### config.mk
export PLATFORM = sky130hd
export DESIGN_NAME = tgt_enthdrx_detector
export DESIGN_NICKNAME = d
export VERILOG_FILES = /design/src/rtl/tgt_enthdrx_detector.sv
export SDC_FILE = /design/constraint.sdc
export NUM_CORES = 1
export LEC_CHECK = 0
export ABC_AREA = 1
export BUFFER_PORTS_ARGS = -buffer_cell sky130_fd_sc_hd__buf_2
export CAP_MARGIN = 40
export CORE_UTILIZATION = 35
export CTS_BUF_LIST = sky130_fd_sc_hd__clkbuf_16
export DETAILED_ROUTE_END_ITERATION = 10
export SLEW_MARGIN = 0
export SYNTH_ARGS = -nofsm -noshare
export SYNTH_HDL_FRONTEND = slang
export SYNTH_SLANG_ARGS = --single-unit
### constraint.sdc
create_clock -name i_sdr_clk -period 1.6 [get_ports i_sdr_clk]
set_clock_uncertainty 0.1 [all_clocks]
set_input_delay 0.08 -clock i_sdr_clk [delete_from_list [all_inputs] [get_ports i_sdr_clk]]
set_output_delay 0.08 -clock i_sdr_clk [all_outputs]
set_load 0.01 [all_outputs]
### src/rtl/tgt_enthdrx_detector.sv
// I3C target-side ENTHDRx detector: ACKs the 7'h7E/W broadcast, decodes the CCC and T-bit,
// and hands the bus to the selected HDR engine until it reports done.
//
// state     | meaning
// ----------+--------------------------------------------------------------
// IDLE      | bus free, waiting for START
// ADDR      | shifting 7-bit address + RnW on SCL rises
// ACK       | driving ACK low for the 9th address clock
// CCC       | shifting 8 CCC bits + T-bit
// CHECK     | one-cycle parity / mode-enable decision
// HDR       | selected HDR engine owns the bus until i_hdr_done
// WAIT_STOP | frame ignored, waiting for STOP or Sr
module tgt_enthdrx_detector #(
    parameter logic [6:0] BCAST_ADDR   = 7'h7E,
    parameter logic [7:0] MODE_EN_MASK = 8'b0000_0001,
    parameter int         MODE_W       = 3
) (
    input  logic              i_sdr_clk,
    input  logic              i_sdr_rst_n,
    input  logic              i_en,
    input  logic              i_scl,
    input  logic              i_sda,
    output logic              o_sda_oe,
    output logic              o_sda,
    output logic              o_hdr_en,
    output logic [MODE_W-1:0] o_hdr_mode,
    input  logic              i_hdr_done,
    output logic              o_parity_err,
    output logic              o_unsup_mode,
    output logic              o_busy
);

    localparam logic [2:0] S_IDLE      = 3'd0;
    localparam logic [2:0] S_ADDR      = 3'd1;
    localparam logic [2:0] S_ACK       = 3'd2;
    localparam logic [2:0] S_CCC       = 3'd3;
    localparam logic [2:0] S_CHECK     = 3'd4;
    localparam logic [2:0] S_HDR       = 3'd5;
    localparam logic [2:0] S_WAIT_STOP = 3'd6;

    logic [2:0] state;
    logic [3:0] bit_cnt;
    logic [8:0] shift_reg;
    logic       prev_scl;
    logic       prev_sda;

    logic       ev_start;
    logic       ev_stop;
    logic       ev_rise;
    logic       ev_fall;
    logic [3:0] cnt_inc;
    logic [7:0] ccc;
    logic       t_bit;
    logic       is_enthdr;
    logic       t_ok;
    logic [7:0] addr_byte;

    assign ev_start  = prev_scl & i_scl & prev_sda & ~i_sda;
    assign ev_stop   = prev_scl & i_scl & ~prev_sda & i_sda;
    assign ev_rise   = ~prev_scl & i_scl;
    assign ev_fall   = prev_scl & ~i_scl;
    assign cnt_inc   = (bit_cnt == 4'hF) ? bit_cnt : bit_cnt + 4'd1;
    assign ccc       = shift_reg[8:1];
    assign t_bit     = shift_reg[0];
    assign is_enthdr = (ccc[7:3] == 5'b00100);
    assign t_ok      = (t_bit == ~^ccc);
    assign addr_byte = {shift_reg[6:0], i_sda};

    assign o_sda  = 1'b0;
    assign o_busy = (state != S_IDLE);

    always_ff @(posedge i_sdr_clk or negedge i_sdr_rst_n) begin
        if (!i_sdr_rst_n) begin
            state        <= S_IDLE;
            bit_cnt      <= 4'd0;
            shift_reg    <= 9'd0;
            prev_scl     <= 1'b1;
            prev_sda     <= 1'b1;
            o_sda_oe     <= 1'b0;
            o_hdr_en     <= 1'b0;
            o_hdr_mode   <= '0;
            o_parity_err <= 1'b0;
            o_unsup_mode <= 1'b0;
        end else begin
            prev_scl     <= i_scl;
            prev_sda     <= i_sda;
            o_parity_err <= 1'b0;
            o_unsup_mode <= 1'b0;
            if (!i_en) begin
                state    <= S_IDLE;
                bit_cnt  <= 4'd0;
                o_sda_oe <= 1'b0;
                o_hdr_en <= 1'b0;
            end else begin
                case (state)
                    S_IDLE: begin
                        if (ev_start) begin
                            state   <= S_ADDR;
                            bit_cnt <= 4'd0;
                        end
                    end
                    S_ADDR: begin
                        if (ev_start) begin
                            bit_cnt <= 4'd0;
                        end else if (ev_stop) begin
                            state   <= S_IDLE;
                            bit_cnt <= 4'd0;
                        end else if (ev_rise) begin
                            shift_reg <= {shift_reg[7:0], i_sda};
                            if (bit_cnt == 4'd7) begin
                                bit_cnt <= 4'd0;
                                state   <= (addr_byte == {BCAST_ADDR, 1'b0}) ? S_ACK : S_WAIT_STOP;
                            end else begin
                                bit_cnt <= cnt_inc;
                            end
                        end
                    end
                    S_ACK: begin
                        // bit_cnt==0 before the 9th rise, nonzero after it
                        if (ev_start) begin
                            state    <= S_ADDR;
                            bit_cnt  <= 4'd0;
                            o_sda_oe <= 1'b0;
                        end else if (ev_stop) begin
                            state    <= S_IDLE;
                            bit_cnt  <= 4'd0;
                            o_sda_oe <= 1'b0;
                        end else if (ev_rise) begin
                            bit_cnt <= cnt_inc;
                        end else if (ev_fall) begin
                            if (bit_cnt == 4'd0) begin
                                o_sda_oe <= 1'b1;
                            end else begin
                                o_sda_oe <= 1'b0;
                                state    <= S_CCC;
                                bit_cnt  <= 4'd0;
                            end
                        end
                    end
                    S_CCC: begin
                        if (ev_start) begin
                            state   <= S_ADDR;
                            bit_cnt <= 4'd0;
                        end else if (ev_stop) begin
                            state   <= S_IDLE;
                            bit_cnt <= 4'd0;
                        end else if (ev_rise) begin
                            shift_reg <= {shift_reg[7:0], i_sda};
                            if (bit_cnt == 4'd8) begin
                                state   <= S_CHECK;
                                bit_cnt <= 4'd0;
                            end else begin
                                bit_cnt <= cnt_inc;
                            end
                        end
                    end
                    S_CHECK: begin
                        bit_cnt <= 4'd0;
                        if (!is_enthdr) begin
                            state <= S_WAIT_STOP;
                        end else if (!t_ok) begin
                            o_parity_err <= 1'b1;
                            state        <= S_WAIT_STOP;
                        end else if (!MODE_EN_MASK[ccc[2:0]]) begin
                            o_unsup_mode <= 1'b1;
                            state        <= S_WAIT_STOP;
                        end else begin
                            o_hdr_mode <= MODE_W'(ccc[2:0]);
                            o_hdr_en   <= 1'b1;
                            state      <= S_HDR;
                        end
                    end
                    S_HDR: begin
                        if (i_hdr_done) begin
                            o_hdr_en <= 1'b0;
                            state    <= S_WAIT_STOP;
                            bit_cnt  <= 4'd0;
                        end
                    end
                    S_WAIT_STOP: begin
                        o_sda_oe <= 1'b0;
                        if (ev_stop) begin
                            state   <= S_IDLE;
                            bit_cnt <= 4'd0;
                        end else if (ev_start) begin
                            state   <= S_ADDR;
                            bit_cnt <= 4'd0;
                        end
                    end
                    default: begin
                        state    <= S_IDLE;
                        bit_cnt  <= 4'd0;
                        o_sda_oe <= 1'b0;
                        o_hdr_en <= 1'b0;
                    end
                endcase
            end
        end
    end

endmodule

Word-level counts from Yosys, hierarchy flattened --
Memories as Yosys holds them, arrays and structs flattened. Index checks and enable logic that the tools add are counted.
Operators by class: reduce and logical (&&, ||, !) cells 13, eq/ne operators 29, mux-type cells 64, bitwise logic cells 13, $lt $le $gt $ge 1, shift operators 0, divide/modulo/power cells 0, $add $sub $neg 1, multipliers 0
Operators with widths (number):
- two-way mux 4 bit | 18
- two-way mux 3 bit | 18
- != test 5 bit, second input constant | 6
- case mux 4 bit (6 select lines) | 1
- two-way mux 1 bit | 21
- case mux 3 bit (7 select lines) | 1
- AND reduction 5 bit | 4
- != test 3 bit, second input constant | 5
- != test 6 bit, second input constant | 2
- OR reduction 5 bit | 2
- equality test 3 bit, second input constant | 3
- AND reduction 9 bit | 1
- equality test 4 bit, second input constant | 2
- equality test 8 bit, second input constant | 1
- != test 4 bit, second input constant | 2
- XNOR reduction 8 bit | 1
- AND 1 bit | 7
- equality test 3 x 2 -> 1 bit, second input constant | 2
- two-way mux 2 bit | 3
- inverter 1 bit | 6
- equality test 5 x 3 -> 1 bit, second input constant | 1
- adder 4 x 1 -> 4 bit, second input constant | 1
- equality test 4 x 3 -> 1 bit, second input constant | 1
- logical NOT 4 bit | 1
- other kinds (10) | 11
Word-level totals: memory bits (read-only) 8, logic and storage cells 132, input port bits 6, memories 1, RAM bits 0, output and inout bits 9, bits in registers 25, bits in latches 0
Memories:
- (no name shown) | depth 8, width 1, rd ports 1, clocked after Yosys merged registers in 0, write ports 0, RTL line 164 | end else if (!MODE_EN_MASK[ccc[2:0]]) begin

Longest topological paths before layout --
depth after elaboration 8, gate-level depth with buffers 14, depth with buffers taken out 14

Worst setup path after synthesis --
Ideal clock, no wire load.
path kind register to register, from reg shift_reg[1], to reg o_hdr_mode[0], data arrival time 1.532 ns, slack -0.153 ns, library setup time 0.121 ns, required time 1.379 ns, period minus slack after synthesis 1.753 ns, stages on the path, launching flop included 10, path through dfrtp_1 inv_1 ha_1 xnor2_1 xor2_1 nand2_1 and2_1 nand3_2 nand2_1 o21ai_1
On the way: cells in the longest elaborated chain, start to end 3
Ends and longest elaborated chain:
- from (decl) | RTL line 43 | logic [8:0] shift_reg;
- from (signal assigned) | RTL line 109 | shift_reg <= {shift_reg[7:0], i_sda};
- from (signal assigned) | RTL line 148 | shift_reg <= {shift_reg[7:0], i_sda};
- memory read (8 x 1 bit) / XNOR reduction 8 bit (equally long branches)
- two-way mux 1 bit (not written as such) / equality test 1 bit (equally long branches) | RTL line 164, 66
- AND reduction 5 bit (no line)
- to (signal assigned) | RTL line 168 | o_hdr_mode <= MODE_W'(ccc[2:0]);
- to (decl) | RTL line 26 | output logic [MODE_W-1:0] o_hdr_mode,
Parallel ways exist; a longest one is shown, timed or not. The select of a mux whose other input is x is not followed. A chain may end at the register's enable or synchronous reset.

Worst setup path after layout --
from reg shift_reg[6], to reg o_hdr_mode[0]
On the way: cells in the longest elaborated chain, start to end 3
Ends and longest elaborated chain:
- XNOR reduction 8 bit | RTL line 66 | assign t_ok = (t_bit == ~^ccc);
- equality test 1 bit | RTL line 66
- AND reduction 5 bit (no line) *
Every way passes the cells marked *; elsewhere a longest branch is shown, timed or not.

==> metrics <==
I/O pin total=15; design area=between 2000 and 2500 µm²; Post-DP HPWL=around 3000 µm; minimum clock period=1690 ps; remaining antenna violation count after routing=0; Synth Area in Adders=under 10%; R2R Setup Slk=-90 ps; CP Capture Type=flop; DRC=0; RSZ-0062 raised after global routing=true; fin. max-slew vios=0; Tcrit/Tclk final=106%; die area=a little under 5000 µm²; max_cap viols=0; Place WS=-90.7 ps; first-pass GRT wire length=6690 µm; detailed-route wire length per cell=12.9 µm; DR pass1 iterations=4; CORE AREA=4380 µm²; post-synthesis compound-gate area fraction=around 11%; # fillers=422; TritonCTS Buffers=3; Max Freq=between 0.5 and 0.6 GHz; share of flip-flops with an asynchronous set or reset=100%; die height=approximately 70 µm; largest net degree at the start of global routing=26; vias in the first global route=about 1500; #FFs+latches synth=25; Main synth FF type=dfrtp_1; Hold Path Class=in -> reg; WS Path Type=reg -> reg; outcome=finished, violations left; Post-Synth Simple-Gate Area=between 30% and 40%; GPL Wtd Cong=~0.9; crit start category=flop; drt first-iter violations=62; P per Cell Area=1270 nW/µm²; synth unique cells=30; final setup fails=12; CTS H-tree depth=1; share of cells above drive strength 1=42.7%; Synth Cell Area=about 1600 µm²; area grow syn2layout=49.7%; Nets=between 200 and 300; Cells after Synth=between 200 and 250; Placed Area=about 2000 µm²; leakage=approximately 1.2 nW; max reg flops=9; IR Drop Worst-Case VDD=between 0.0007 and 0.0008 V; crit path max fanout=6; Chip Width=69.8 µm; Starting Density=about 37%; largest family of logic cells by synthesized area=simple AND/OR/NAND/NOR gates; Rel. slew slack=a little over three fifths; Num Clock Sinks=25; Root Driver=clkbuf_16; vias per cell=between 4 and 5; grt ovf=0; clock slew at reported path FFs=about 70 ps; routed vias=about 1600; Post-synth EDFFs=0; Port Buf Inserts=13; failing checks=negative setup slack; ant diodes=0; setup ws final=-94.5 ps; Fin. Hold Viols=0; multiplexer share of the synthesized area=0%; sequential element share of the synthesized area=39.0%; Warnings, synthesis=0; CTS tree=built; Final Power=approximately 0.0031 W; setup TNS=-498 ps; WP data arrival=approximately 1700 ps; Worst-Skew Late Latency=260 ps; Total GRT Usage=between 10% and 20%; Syn Nets=233; CTS max path bufs=2; XOR/XNOR Fraction of Synth Area=under 10%; Core Rows=24; Post-Route WL=approximately 4300 µm; initial antenna violation count=0; pin slew with the least headroom to its limit=561 ps; Syn Area/Cell=roughly 7.3 µm²; Critical Path RT=roughly 1600 ps
[metrics by stage]
stage / cells / utilization (%) / hold WS (ps)
6_report: 331 / 55.0 / 52.3
5_1_grt: 331 / 55.0 / 67.3
4_1_cts: 324 / 49.7 / 51.4
3_5_place_dp: 314 / 45.8 / 12.6
3_3_place_gp: 314 / 45.8 / 12.7
2_1_floorplan: 221 / - / -316
[report_power, final]
| part | total, W | leakage, nW | internal (W) | switching, W |
|---|---|---|---|---|
| registers | 0.000861 | 0.327 | 0.000742 | 0.000119 |
| logic | 0.00165 | 0.863 | 0.000760 | 0.000888 |
| clock network | 0.000552 | 0.0423 | 0.000334 | 0.000218 |
[synthesized netlist by cell type (all sizes together), types with 2 or more instances]
| library cell | count | area share [%] |
|---|---|---|
| nor3 | 5 | 1.6 |
| ha | 6 | 4.7 |
| xor2 | 3 | 1.6 |
| nor2 | 20 | 6.1 |
| inv | 34 | 7.9 |
| nand2 | 65 | 16 |
| nand4 | 5 | 1.9 |
| o21ai | 22 | 6.8 |
| buf | 2 | 0.78 |
| nand3 | 18 | 7.1 |
| xnor2 | 2 | 1.1 |
| a21oi | 6 | 2.1 |
| dfstp | 2 | 3.3 |
| dfrtp | 23 | 36 |
[placed cells by master (no fill, tap or decap), drive strengths merged]
cell type / Yosys / final
nand2: 65 / 65
buf: 2 / 51
inv: 34 / 35
dfrtp: 23 / 23
o21ai: 22 / 22
nor2: 20 / 20
nand3: 18 / 18
a21oi: 6 / 6
ha: 6 / 6
nand4: 5 / 5
clkbuf: 0 / 5
nor3: 5 / 5
xor2: 3 / 3
dlygate4sd3: 0 / 3
dfstp: 2 / 2
xnor2: 2 / 2
and2: 1 / 1
and3b: 1 / 1
a211oi: 1 / 1
o2111ai: 1 / 1
o211ai: 1 / 1
o31ai: 1 / 1
o22ai: 1 / 1
conb: 1 / 1
[cell type report]
| type | count | area, µm² | share of cell area [%] |
|---|---|---|---|
| multi-input combinational | 160 | 1050 | 43.5 |
| sequential | 25 | 632 | 26.2 |
| timing repair buffer | 56 | 450 | 18.7 |
| inverter | 34 | 135 | 5.61 |
| clock buffer | 3 | 75.1 | 3.12 |
| tap | 52 | 65.1 | 2.70 |
| clock inverter | 1 | 3.75 | 0.156 |
[what timing repair did]
action / 4_1_cts / 5_1_grt
pin swaps: 7 / 15
gates resized for setup: 9 / 40
endpoints found under the setup margin: 12 / 23
hold buffers: 3 / 0
setup buffers: 3 / 4
gates cloned: 0 / 3
endpoints found under the hold margin: 25 / 0
[final timing paths]
check                              start       endpoint  depth (start not counted)
max                         shift_reg[6]  o_hdr_mode[0]                          8
min reg2reg                o_hdr_mode[2]  o_hdr_mode[2]                          2
max in group asynchronous    i_sdr_rst_n       state[1]                          2
max reg2reg                 shift_reg[6]  o_hdr_mode[0]                          8
min in group asynchronous    i_sdr_rst_n       o_sda_oe                          2
min                                i_sda   shift_reg[0]                          3
[worst max-delay path, stage by stage (launching register included)]
cell	delay, ps
dfrtp_1	410
ha_4	270
xnor2_4	150
xor2_1	160
nand2_1	100
and2_4	170
nand3_4	90
nand2_1	70
o21ai_1	60
[layer usage]
metal | track usage (%) | wire length, µm
met1 | 23.1 | 1940
met5 | 0 | 0
met3 | 2.62 | 134
met2 | 29.1 | 2150
met4 | 3.33 | 38
[cell families (layout without fill, tap and decap cells)]
kind of cell             count (synthesis)  after routing
AND/OR/NAND/NOR                        115            115
buffers and inverters                   36             94
AO/OA/AOI/OAI                           33             33
flip-flops                              25             25
adder cells (fa/ha/maj)                  6              6
XOR/XNOR                                 5              5
other                                    1              1
No activity file was read; power rests on OpenSTA's default activity.
